==> config.mk <==
export PLATFORM = sky130hd
export DESIGN_NAME = ibex_multdiv_issue
export DESIGN_NICKNAME = d
export VERILOG_FILES = /design/src/rtl/ibex_pkg.sv /design/src/rtl/ibex_multdiv_result_cache.sv /design/src/rtl/ibex_multdiv_issue.sv
export SDC_FILE = /design/constraint.sdc
export NUM_CORES = 1
export LEC_CHECK = 0
export BUFFER_PORTS_ARGS = -buffer_cell sky130_fd_sc_hd__buf_2
export CAP_MARGIN = 40
export CORE_MARGIN = 5
export CORE_UTILIZATION = 26
export CTS_CLUSTER_DIAMETER = 60
export DETAILED_ROUTE_END_ITERATION = 16
export PLACE_DENSITY = 0.49
export SLEW_MARGIN = 15
export SYNTH_ARGS = -nofsm -noshare
export SYNTH_HDL_FRONTEND = slang
export SYNTH_HIERARCHICAL = 1
export SYNTH_SLANG_ARGS = --single-unit
==> constraint.sdc <==
create_clock -name clk_i -period 5.5 [get_ports clk_i]
set_input_delay 0.275 -clock clk_i [delete_from_list [all_inputs] [get_ports clk_i]]
set_output_delay 0.275 -clock clk_i [all_outputs]
set_load 0.01 [all_outputs]
==> src/rtl/ibex_pkg.sv <==
// ============================================================================
// Module  : ibex_pkg
// Purpose : Shared types for the multiply/divide request-side controller.
//           md_op_e selects the unit operation; md_issue_state_e encodes the
//           issue controller FSM.
// Rev     : 1.0  initial release
// ============================================================================
`default_nettype none

package ibex_pkg;

    typedef enum logic [1:0] {
        MD_OP_MULL = 2'b00,
        MD_OP_MULH = 2'b01,
        MD_OP_DIV  = 2'b10,
        MD_OP_REM  = 2'b11
    } md_op_e;

    typedef enum logic [1:0] {
        MDI_IDLE  = 2'b00,
        MDI_ISSUE = 2'b01,
        MDI_DRAIN = 2'b10,
        MDI_WB    = 2'b11
    } md_issue_state_e;

    // True for operations executed by the multiplier half of the unit.
    function automatic logic md_is_mult(md_op_e op);
        return (op == MD_OP_MULL) || (op == MD_OP_MULH);
    endfunction

endpackage

`default_nettype wire

==> src/rtl/ibex_multdiv_result_cache.sv <==
// ============================================================================
// Module  : ibex_multdiv_result_cache
// Purpose : One-entry last-result cache for the multiply/divide unit.
//           Holds the tag (operator, signed mode, operands), the result and a
//           valid bit. Valid is cleared only by reset.
// Ports   : clk_i/rst_ni           clock, async active-low reset
//           we_i, wr_*_i           write port (tag + result)
//           lk_*_i                 lookup fields, compared combinationally
//           hit_o, result_o        lookup hit and cached result
// Rev     : 1.0  initial release
// ============================================================================
`default_nettype none

module ibex_multdiv_result_cache
    import ibex_pkg::*;
(
    input  logic        clk_i,
    input  logic        rst_ni,
    input  logic        we_i,
    input  md_op_e      wr_operator_i,
    input  logic [1:0]  wr_signed_mode_i,
    input  logic [31:0] wr_op_a_i,
    input  logic [31:0] wr_op_b_i,
    input  logic [31:0] wr_result_i,
    input  md_op_e      lk_operator_i,
    input  logic [1:0]  lk_signed_mode_i,
    input  logic [31:0] lk_op_a_i,
    input  logic [31:0] lk_op_b_i,
    output logic        hit_o,
    output logic [31:0] result_o
);

    logic        r_valid;
    md_op_e      r_operator;
    logic [1:0]  r_signed_mode;
    logic [31:0] r_op_a;
    logic [31:0] r_op_b;
    logic [31:0] r_result;

    always_ff @(posedge clk_i or negedge rst_ni) begin
        if (!rst_ni) begin
            r_valid       <= 1'b0;
            r_operator    <= MD_OP_MULL;
            r_signed_mode <= 2'b00;
            r_op_a        <= 32'd0;
            r_op_b        <= 32'd0;
            r_result      <= 32'd0;
        end else if (we_i) begin
            r_valid       <= 1'b1;
            r_operator    <= wr_operator_i;
            r_signed_mode <= wr_signed_mode_i;
            r_op_a        <= wr_op_a_i;
            r_op_b        <= wr_op_b_i;
            r_result      <= wr_result_i;
        end
    end

    assign hit_o = r_valid
                && (r_operator    == lk_operator_i)
                && (r_signed_mode == lk_signed_mode_i)
                && (r_op_a        == lk_op_a_i)
                && (r_op_b        == lk_op_b_i);

    assign result_o = r_result;

endmodule

`default_nettype wire

==> src/rtl/ibex_multdiv_issue.sv <==
// ============================================================================
// Module  : ibex_multdiv_issue
// Purpose : Request-side controller for the iterative mult/div unit. Accepts
//           one request at a time, holds enables and operands stable until
//           the unit reports valid, then presents the result to writeback
//           through a valid/ready handshake. Repeated identical operations
//           are served from a one-entry cache; a kill during execution is
//           drained because the unit cannot be aborted.
// Ports   : req_*      request from ID (valid/ready handshake)
//           kill_i     flush of the in-flight/pending operation
//           md_*, *_en unit interface (enables, latched operands, valid/result)
//           wb_*       result to writeback (valid/ready handshake)
//           busy_o     controller not idle
// Rev     : 1.0  initial release
// ============================================================================
`default_nettype none

module ibex_multdiv_issue
    import ibex_pkg::*;
#(
    parameter bit ResultCache = 1'b1
) (
    input  logic        clk_i,
    input  logic        rst_ni,

    input  logic        req_valid_i,
    output logic        req_ready_o,
    input  md_op_e      req_operator_i,
    input  logic [1:0]  req_signed_mode_i,
    input  logic [31:0] req_op_a_i,
    input  logic [31:0] req_op_b_i,
    input  logic [4:0]  req_rd_i,
    input  logic        kill_i,

    output logic        mult_en_o,
    output logic        div_en_o,
    output md_op_e      md_operator_o,
    output logic [1:0]  md_signed_mode_o,
    output logic [31:0] md_op_a_o,
    output logic [31:0] md_op_b_o,
    output logic        md_ready_id_o,
    input  logic        md_valid_i,
    input  logic [31:0] md_result_i,

    output logic        wb_valid_o,
    input  logic        wb_ready_i,
    output logic [4:0]  wb_rd_o,
    output logic [31:0] wb_result_o,

    output logic        busy_o
);

    md_issue_state_e r_state, w_state_next;

    md_op_e      r_operator;
    logic [1:0]  r_signed_mode;
    logic [31:0] r_op_a;
    logic [31:0] r_op_b;
    logic [4:0]  r_rd;
    logic [31:0] r_result;

    logic        w_accept;
    logic        w_capture_unit;
    logic        w_capture_cache;
    logic        w_cache_we;
    logic        w_cache_hit;
    logic        w_hit;
    logic [31:0] w_cache_result;

    // The cache is looked up with the incoming request so a hit can skip the
    // unit entirely; it is written with the latched tag once the unit is done.
    ibex_multdiv_result_cache u_result_cache (
        .clk_i            (clk_i),
        .rst_ni           (rst_ni),
        .we_i             (w_cache_we),
        .wr_operator_i    (r_operator),
        .wr_signed_mode_i (r_signed_mode),
        .wr_op_a_i        (r_op_a),
        .wr_op_b_i        (r_op_b),
        .wr_result_i      (md_result_i),
        .lk_operator_i    (req_operator_i),
        .lk_signed_mode_i (req_signed_mode_i),
        .lk_op_a_i        (req_op_a_i),
        .lk_op_b_i        (req_op_b_i),
        .hit_o            (w_cache_hit),
        .result_o         (w_cache_result)
    );

    assign w_hit = ResultCache && w_cache_hit;

    always_ff @(posedge clk_i or negedge rst_ni) begin
        if (!rst_ni) begin
            r_state <= MDI_IDLE;
        end else begin
            r_state <= w_state_next;
        end
    end

    always_comb begin
        w_state_next    = r_state;
        w_accept        = 1'b0;
        w_capture_unit  = 1'b0;
        w_capture_cache = 1'b0;
        w_cache_we      = 1'b0;
        case (r_state)
            MDI_IDLE: begin
                // A request arriving together with kill is consumed and dropped.
                if (req_valid_i && !kill_i) begin
                    w_accept = 1'b1;
                    if (w_hit) begin
                        w_capture_cache = 1'b1;
                        w_state_next    = MDI_WB;
                    end else begin
                        w_state_next    = MDI_ISSUE;
                    end
                end
            end
            MDI_ISSUE: begin
                if (md_valid_i) begin
                    // A finished result is always correct, so it is cached even
                    // when the instruction itself is being flushed.
                    w_cache_we = 1'b1;
                    if (kill_i) begin
                        w_state_next = MDI_IDLE;
                    end else begin
                        w_capture_unit = 1'b1;
                        w_state_next   = MDI_WB;
                    end
                end else if (kill_i) begin
                    w_state_next = MDI_DRAIN;
                end
            end
            MDI_DRAIN: begin
                // The unit cannot be aborted: keep it running until it reports.
                if (md_valid_i) begin
                    w_cache_we   = 1'b1;
                    w_state_next = MDI_IDLE;
                end
            end
            MDI_WB: begin
                if (kill_i || wb_ready_i) begin
                    w_state_next = MDI_IDLE;
                end
            end
            default: w_state_next = MDI_IDLE;
        endcase
    end

    // Operand latch and result register. The latch only changes on accept in
    // IDLE, which keeps the unit operands constant through ISSUE and DRAIN.
    always_ff @(posedge clk_i or negedge rst_ni) begin
        if (!rst_ni) begin
            r_operator    <= MD_OP_MULL;
            r_signed_mode <= 2'b00;
            r_op_a        <= 32'd0;
            r_op_b        <= 32'd0;
            r_rd          <= 5'd0;
            r_result      <= 32'd0;
        end else begin
            if (w_accept) begin
                r_operator    <= req_operator_i;
                r_signed_mode <= req_signed_mode_i;
                r_op_a        <= req_op_a_i;
                r_op_b        <= req_op_b_i;
                r_rd          <= req_rd_i;
            end
            if (w_capture_unit) begin
                r_result <= md_result_i;
            end else if (w_capture_cache) begin
                r_result <= w_cache_result;
            end
        end
    end

    logic w_unit_active;
    assign w_unit_active = (r_state == MDI_ISSUE) || (r_state == MDI_DRAIN);

    assign req_ready_o      = (r_state == MDI_IDLE);
    assign busy_o           = (r_state != MDI_IDLE);
    assign mult_en_o        = w_unit_active &&  md_is_mult(r_operator);
    assign div_en_o         = w_unit_active && !md_is_mult(r_operator);
    assign md_ready_id_o    = w_unit_active;
    assign md_operator_o    = r_operator;
    assign md_signed_mode_o = r_signed_mode;
    assign md_op_a_o        = r_op_a;
    assign md_op_b_o        = r_op_b;
    assign wb_valid_o       = (r_state == MDI_WB);
    assign wb_rd_o          = r_rd;
    assign wb_result_o      = r_result;

endmodule

`default_nettype wire

Yosys cells after proc, flatten, opt, wreduce, memory -nomap -nowiden --
Cells that the tools add are included.
Word-level totals: register bits after elaboration 208, bits in latches 0, RAM bits 0, ROM bits 0, word-level logic and storage cells 63, memories 0
Operators by class: $add $sub $neg 0, multiply operators 0, divide/modulo/power cells 0, $lt $le $gt $ge 0, equal/unequal tests 12, shifts and indexed selects 0, mux-type cells 20, bitwise gates (word level) 0, reduce and logical (&&, ||, !) cells 18
Operator list (number):
- 32-bit == test | 2
- 32-bit 2-to-1 mux | 2
- 2-bit 2-to-1 mux | 7
- 1-bit 2-to-1 mux | 10
- 2-bit one-hot mux with 4 select lines | 1
- 1-bit logical AND | 7
- 2-bit by 1-bit == test with 1-bit output, second input constant | 2
- 2-bit == test | 2
- 2-bit == test, second input constant | 2
- 2-bit logical NOT | 2
- 2-bit by 1-bit inequality test with 1-bit output, second input constant | 2
- 4-bit AND reduction | 1
- 2-bit nonzero test | 2
- 1-bit logical OR | 3
- 3-bit inequality test, second input constant | 1
- 1-bit logical NOT | 2
- 2-bit inequality test, second input constant | 1
- 2-bit OR reduction | 1

Depth between registers and ports, before layout --
Gate-level depths: netlist (run 1).
depth after elaboration 10, gate-level depth with buffers 11, gate-level depth less buffers 9

By module --
Netlist (run 1), hierarchy kept.
By module, submodules not included:
- ibex_multdiv_issue | instances 1, cells an instance 322, area each 4772.1 um2
- ibex_multdiv_result_cache | instances 1, cells an instance 338, area each 4520.6 um2

Worst setup path before layout (run 1) --
OpenSTA, ideal clock, no wires.
path type reg-to-reg, start reg u_result_cache.r_op_a[18], end reg r_result[21], in the netlist wb_result_o[21], data arrival time 1.915 ns, data required time 5.367 ns, slack 3.452 ns, stages on the path, launching flop included 12, buffers on the path 2, clock period less this slack 2.048 ns, path through dfrtp_1 -> xnor2_1 -> nand4_1 -> nor4_2 -> nand4_1 -> nor4_2 -> a32oi_1 -> or2_1 -> buf_2 -> clkbuf_1 -> nand2_1 -> o21ai_0
On the way: longest elaborated chain between the ends 7
RTL lines:
- start: declaration | RTL line ibex_multdiv_result_cache.sv:36 | logic [31:0] r_op_a;
- start signal: assignment | RTL line ibex_multdiv_result_cache.sv:52 | r_op_a <= wr_op_a_i;
- 32-bit == test | RTL line ibex_multdiv_result_cache.sv:61 | && (r_op_a == lk_op_a_i)
- 1-bit logical AND | RTL line ibex_multdiv_result_cache.sv:61
- 1-bit logical AND | RTL line ibex_multdiv_result_cache.sv:62 | && (r_op_b == lk_op_b_i);
- net w_cache_hit | RTL line ibex_multdiv_issue.sv:66 | logic w_cache_hit;
- 1-bit 2-to-1 mux | RTL line ibex_multdiv_issue.sv:110 | if (w_hit) begin
- 1-bit 2-to-1 mux | RTL line ibex_multdiv_issue.sv:108 | if (req_valid_i && !kill_i) begin
- 1-bit 2-to-1 mux | RTL line ibex_multdiv_issue.sv:105 | case (r_state)
- 2-bit nonzero test (no source line)
- end signal: assignment | RTL line ibex_multdiv_issue.sv:168 | r_result <= md_result_i;
- end signal: assignment | RTL line ibex_multdiv_issue.sv:170 | r_result <= w_cache_result;
- end: declaration | RTL line ibex_multdiv_issue.sv:60 | logic [31:0] r_result;
The timed path passes the listed nets, and every way through them passes these cells. A chain may end at the register's enable or synchronous reset.

Worst setup path after layout (run 1) --
start in req_op_b_i[11], end reg r_result[7], in the netlist wb_result_o[7]
On the way: longest elaborated chain between the ends 6
RTL lines:
- start: declaration | RTL line ibex_multdiv_issue.sv:31 | input logic [31:0] req_op_b_i,
- 32-bit == test | RTL line ibex_multdiv_result_cache.sv:62
- 1-bit logical AND | RTL line ibex_multdiv_result_cache.sv:62
- net w_cache_hit | RTL line ibex_multdiv_issue.sv:66
- 1-bit 2-to-1 mux | RTL line ibex_multdiv_issue.sv:110
- 1-bit 2-to-1 mux | RTL line ibex_multdiv_issue.sv:108
- 1-bit 2-to-1 mux | RTL line ibex_multdiv_issue.sv:105
- 2-bit nonzero test (no source line)
The timed path passes the listed nets, and every way through them passes these cells.

==> impl_metrics.toml, run 1 <==
[final_layout]
layout.cells.non_filler = 1456
area_growth_syn_to_layout_pct = 35.2
drive_above_1_share = 0.446
nets = 1090

[cts]
cts_max_level = 1
cts_setup_buffers = 0
clk_pin_slew_worst_paths_ps = 50
cts_buffer_depth = 3
postCtsResizedCells = 0
numCtsBuffers = 27
clockRootBuffer = "clkbuf_16"
clk_latency_ps = 520
cts_sinks = 208
cts_tree = "yes"

[route]
drcViolationCount = 0
drt_wl_total_mm = 23.9
drtAntennaViolNets = 0
viasPerCell = 4.24
wl_per_cell_um = 16.4
drtIter0Drc = 186
vias = 6172
first_pass_iters = 4

[flow_run]
drv_cap = 0

[synthesis]
yosysSeqAreaShare = 0.560
synth_edf_count = 0
syn_inst = 660
synth_top_area_share = 0.560
yosys_warnings = 6
synth_seq_cells = 208
netlist_area_sq_mm = 0.00929
ys.flop_type = "dfrtp_1"
yosysTopAreaCell = "dfrtp_1"
synth_cell_types = 39
syn_nets = 775
yosys-top-cells-area = "dfrtp_1 56%, mux2_4 11%, mux2_2 11%"
synthArstFlopShare = 1.00
avgSynthCellArea_sq_um = 14.1

[power]
pwr-share-clk = 0.242
power.density_mw_per_mm2 = 567
p_leak_nw = 6.06
switching_share = 0.324
pwr-share-comb = 0.366
seqPwrFrac = 0.392
intPower_mw = 4.82
ir_drop_mv = 0.295
switching_power_mw = 2.31

[floorplanning]
coreArea_sq_mm = 0.0354
rows = 69
initial_core_util = 0.263
die_w_um = 199
fp.dieH_um = 199
dieArea_sq_mm = 0.0396
num_io_pins = 222

[sta]
fin_crit_sh = 0.594
tightest_slew_ps = 840
setup_tns_ps = 0
maxSlewHeadroom = 0.440
slew_violations = 0
fmax_ghz = 0.306
hold_viol = 0
setup_violations = 0
finalCriticalPeriod_ps = 3270
rsz0062_at_grt = "false"
finalClockSkew_ps = 13.5

[hold_path]
hp-class = "input port to flip-flop"

[global_routing]
grt_max_degree = 131
grt_pass1_vias = 6577
overflow = 0
grt_pass1_wl_mm = 37.6
grt_usage = 0.117
antenna_found_initial = 1

[setup_path]
arrival_ps = 3660
crit_type = "input port to flip-flop"
cp-end-kind = "flip-flop"
cp-start-kind = "input port"
worst-path-max-fanout = 50
worst_ep_required_time_ps = 5890

[outcome]
status = "finished, final reports clean"

[placed_design]
place_hpwl_mm = 16.5
gp_congestion = 0.730
placed_cells = 1317
port_buffers = 221
-- flip-flops by register name, summed over array words and instances, names as in the netlist --
name	cells
md_operator_o	2
u_result_cache/r_signed_mode	2
md_op_a_o	32
u_result_cache/result_o	32
wb_rd_o	5
wb_result_o	32
r_state	2
u_result_cache/r_valid	1
md_op_b_o	32
md_signed_mode_o	2
u_result_cache/r_op_b	32
u_result_cache/r_op_a	32
u_result_cache/r_operator	2
-- power groups by stage --
stage | logic, mW | clock network, mW | registers [mW]
2_1_floorplan | 1.63 | 0 | 2.90
3_3_place_gp | 2.59 | 0 | 2.80
3_5_place_dp | 2.62 | 0 | 2.81
4_1_cts | 2.68 | 1.79 | 2.80
5_1_grt | 2.88 | 1.85 | 2.91
6_report | 2.61 | 1.72 | 2.79
-- final timing paths --
check,from,endpoint,slack [ps],cells past startpoint
min,req_op_a_i[6],md_op_a_o[6],30,2
max,req_op_b_i[11],wb_result_o[7],2230,12
max in group asynchronous,rst_ni,md_op_b_o[4],3980,3
min reg2reg,u_result_cache/r_valid,u_result_cache/r_valid,460,1
max reg2reg,u_result_cache/r_op_b[11],wb_result_o[7],2300,10
min in group asynchronous,rst_ni,u_result_cache/result_o[7],300,2
-- what timing repair did --
action | 4_1_cts | 5_1_grt
endpoints found under the hold margin | 167 | 1
setup endpoints to repair | 0 | 0
hold buffers | 89 | 1
-- per-stage QoR --
stage | worst slack [ps] | power (mW) | util | cell area [sq um] | hold slack, ps
floorplan | 3450 | 4.53 | - | 9290 | -20.6
global placement | 1810 | 5.39 | 0.304 | 10800 | 298
detailed placement | 1970 | 5.43 | 0.305 | 10800 | 293
CTS | 1950 | 7.26 | 0.355 | 12500 | 0.141
global route | 1790 | 7.64 | 0.355 | 12600 | 4.71
finish | 2230 | 7.13 | 0.355 | 12600 | 32.0
-- placed cells by master (no fill, tap or decap), types with 3 or more instances in the layout --
cell | synthesis | layout
dfrtp_1 | 208 | 208
nor2_1 | 3 | 3
xor2_1 | 4 | 4
o21ai_0 | 44 | 44
o2bb2ai_1 | 3 | 3
dlygate4sd3_1 | 0 | 90
o22ai_1 | 6 | 6
xnor2_1 | 45 | 45
clkbuf_8 | 0 | 5
nand4_1 | 12 | 12
inv_1 | 24 | 24
nor4_1 | 3 | 3
a221oi_1 | 6 | 6
clkinv_2 | 0 | 6
buf_2 | 8 | 220
nand2_1 | 45 | 45
ha_1 | 4 | 4
mux2_4 | 70 | 70
mux2_2 | 92 | 92
buf_4 | 9 | 5
clkbuf_1 | 7 | 6
mux2i_1 | 33 | 33
clkbuf_16 | 0 | 27
-- cells in the mapped netlist, drive strengths merged (2+ instances only) --
library cell    n
inv            25
nand4          12
and2            3
or2             3
o21ai          44
xor2            4
nor4            5
o22ai           6
clkbuf          7
mux2i          33
nand3           2
nor2            3
o2bb2ai         3
xnor2          45
dfrtp         208
nand2b          3
buf            25
ha              4
a21oi           2
mux2          162
a221oi          8
nor2b           2
nand2          45
-- cell type report --
| cell class | instances | area [sq um] |
|---|---|---|
| fill | 3523 | 22800 |
| sequential | 208 | 5200 |
| multi-input combinational | 395 | 3710 |
| timing repair buffer | 318 | 2090 |
| clock buffer | 38 | 767 |
| tap | 461 | 577 |
| clock inverter | 10 | 108 |
| inverter | 25 | 93.8 |
| antenna | 1 | 2.50 |
-- kinds of logic (layout without fill, tap and decap cells) --
logic type | count (synthesis) | in the layout | synth area share
buffers and inverters | 57 | 391 | 0.0408
AO/OA/AOI/OAI | 68 | 68 | 0.0450
other | 0 | 1 | 0
AND/OR/NAND/NOR | 79 | 79 | 0.0424
multiplexers | 195 | 195 | 0.260
adder cells (fa/ha/maj) | 4 | 4 | 0.00539
flip-flops | 208 | 208 | 0.560
XOR/XNOR | 49 | 49 | 0.0462
-- per-layer routing --
layer	part of all wire	vias up	GRT usage
met5	0.00054	-	0
met4	0.021	2	0.0246
met3	0.086	33	0.0401
met2	0.43	172	0.179
met1	0.47	3015	0.163
li1	-	2950	-
-- critical path: stages --
cell and delay, ps:
dlygate4sd3_1 550, buf_2 140, xnor2_1 300, nand4_1 220, nor4_1 520, nand4_1 290
nor4_2 380, a32oi_1 160, or2_2 420, buf_12 220, nand2_1 80, o21ai_0 90
Note: power is estimated with default switching activity, not from simulation.
==> inputs of run 2 (changes only) <==
==> constraint.sdc (replaced) <==
create_clock -name clk_i -period 3.02 [get_ports clk_i]
set_input_delay 0.151 -clock clk_i [delete_from_list [all_inputs] [get_ports clk_i]]
set_output_delay 0.151 -clock clk_i [all_outputs]
set_load 0.01 [all_outputs]
==> impl_metrics.toml, run 2 (same netlist as run 1, synthesis figures left out) <==
[setup_path]
worst_ep_required_time_ps = 3420
max_stage_delay_ps = 450
critPathSlowestCell = "nor4_2"
cp-end-kind = "flip-flop"
arrival_ps = 3180
crit_type = "flip-flop to flip-flop"
path_cells = "xnor2_1 -> nand4_1 -> nor4_2 -> nand4_1 -> nor4_4 -> a32oi_1 -> or2_2 -> buf_12 -> nand2_1 -> o21ai_0"
crit_top_cell = "nand4_1"
worst-path-max-fanout = 62
cp-start-kind = "flip-flop"

[route]
dr_wl_met3_mm = 1.92
drt_wl_total_mm = 24.5
wl_met2_mm = 10.8
viasPerCell = 4.26
first_pass_iters = 4
drtIter0Drc = 168
vias = 6279
wl_per_cell_um = 16.6
drcViolationCount = 0
wl_met1_mm = 11.3
drtAntennaViolNets = 0
highest_layer = "met5"

[cts]
cts_max_level = 1
clk_pin_slew_worst_paths_ps = 60
clk_latency_ps = 540
numCtsBuffers = 28
cts_buffer_depth = 3
cts_sinks = 208
clockRootBuffer = "clkbuf_16"
cts_tree = "yes"

[global_routing]
grt_usage = 0.120
overflow = 0
grt_max_degree = 84
grt_pass1_vias = 6699
grt_pass1_wl_mm = 38.3
antenna_found_initial = 1

[placed_design]
gp_congestion = 0.764
place_hpwl_mm = 16.8
port_buffers = 221
place_area_sq_mm = 0.0109

[floorplanning]
num_io_pins = 222
coreArea_sq_mm = 0.0354
fp.dieH_um = 199
dieArea_sq_mm = 0.0396
rows = 69
die_w_um = 199
initial_core_util = 0.263

[sta]
fmax_ghz = 0.360
fin_crit_sh = 0.921
tightest_slew_ps = 671
rsz0062_at_grt = "false"
maxSlewHeadroom = 0.553
setup_violations = 0
slew_violations = 0
finalCriticalPeriod_ps = 2780
setup_tns_ps = 0
finalClockSkew_ps = 15.7
hold_viol = 0

[final_layout]
drive_above_1_share = 0.443
fin_area_sq_mm = 0.0129
multi_input_area_sq_mm = 0.00373
seqCellArea_sq_mm = 0.00520
fill_cells = 3469
nets = 1109
layout_commonest_cell = "buf_2"
area_growth_syn_to_layout_pct = 38.8
antenna_cells = 0
final_cell_mix = "220 x buf_2, 208 x dfrtp_1, 106 x dlygate4sd3_1, 92 x mux2_2, 70 x mux2_4"

[power]
power.density_mw_per_mm2 = 1030
p_leak_nw = 6.20
ir_drop_mv = 0.436

[outcome]
status = "finished, final reports clean"

[flow_run]
drv_cap = 0

[hold_path]
hp-class = "input port to flip-flop"
==> run 2: changes by cell type in the layout (fill, tap and decap cells not counted), moves of 2 or more <==
| cell | delta |
|---|---|
| buf_12 | +5 |
| clkinvlp_4 | +3 |
| buf_4 | -3 |
| clkbuf_16 | +2 |
| clkinv_2 | -4 |
| dlygate4sd3_1 | +16 |
==> run 2: layout make-up <==
cell class                      instances  share of cell area
Inverter                               25             0.00728
Clock buffer                           39              0.0631
Tap cell                              461              0.0447
Timing Repair Buffer                  336               0.181
Multi-Input combinational cell        395               0.289
Sequential cell                       208               0.404
Clock inverter                         11              0.0115
==> run 2: timing repair <==
item / 4_1_cts / 5_1_grt
gates cloned: 0 / 0
setup endpoints to repair: 32 / 16
gates resized for setup: 1 / 1
endpoints found under the hold margin: 217 / 0
hold buffers: 106 / 0
buffers inserted: 0 / 0
==> run 2: routing by layer <==
layer	up-vias	GRT usage
met3	37	0.0374
met2	176	0.188
met4	2	0.0322
met5	-	0
met1	3078	0.163
li1	2986	-
==> run 2: path summary, 6_finish.rpt <==
kind,startpoint,end,slack [ps],cells past startpoint
setup / recovery,u_result_cache/r_operator[1],wb_result_o[1],240,10
hold / removal,kill_i,r_state[1],60,4
setup reg to reg,u_result_cache/r_operator[1],wb_result_o[1],240,10
hold reg to reg,u_result_cache/r_valid,u_result_cache/r_valid,470,1
max in group asynchronous,rst_ni,md_signed_mode_o[1],2000,3
min in group asynchronous,rst_ni,u_result_cache/result_o[7],210,2
==> run 2: where the power goes <==
part / internal, mW / switching, mW
clock network: 2.13 / 1.25
logic: 2.70 / 2.13
registers: 4.20 / 0.909
==> run 2: per-stage QoR <==
stage	hold WS, ps	power (mW)	utilization	cells	setup slack (ps)
after detailed placement	210	9.96	0.307	1319	-141
final	56.3	13.3	0.364	1475	240
after global placement	213	9.87	0.307	1319	-245
after CTS	28.3	13.6	0.364	1475	87.5
after floorplan	-145	8.25	-	660	972
after global routing	78.3	14.2	0.364	1475	31.4
==> run 2: critical path, delay by kind of cell (launching register included) <==
family	cells	cell delay, ps
AOI/OAI and AO/OA	2	220
xor gates and xnor gates	1	220
DFF	1	380
and+or+nand+nor	6	1580
buffers and inverters	1	190
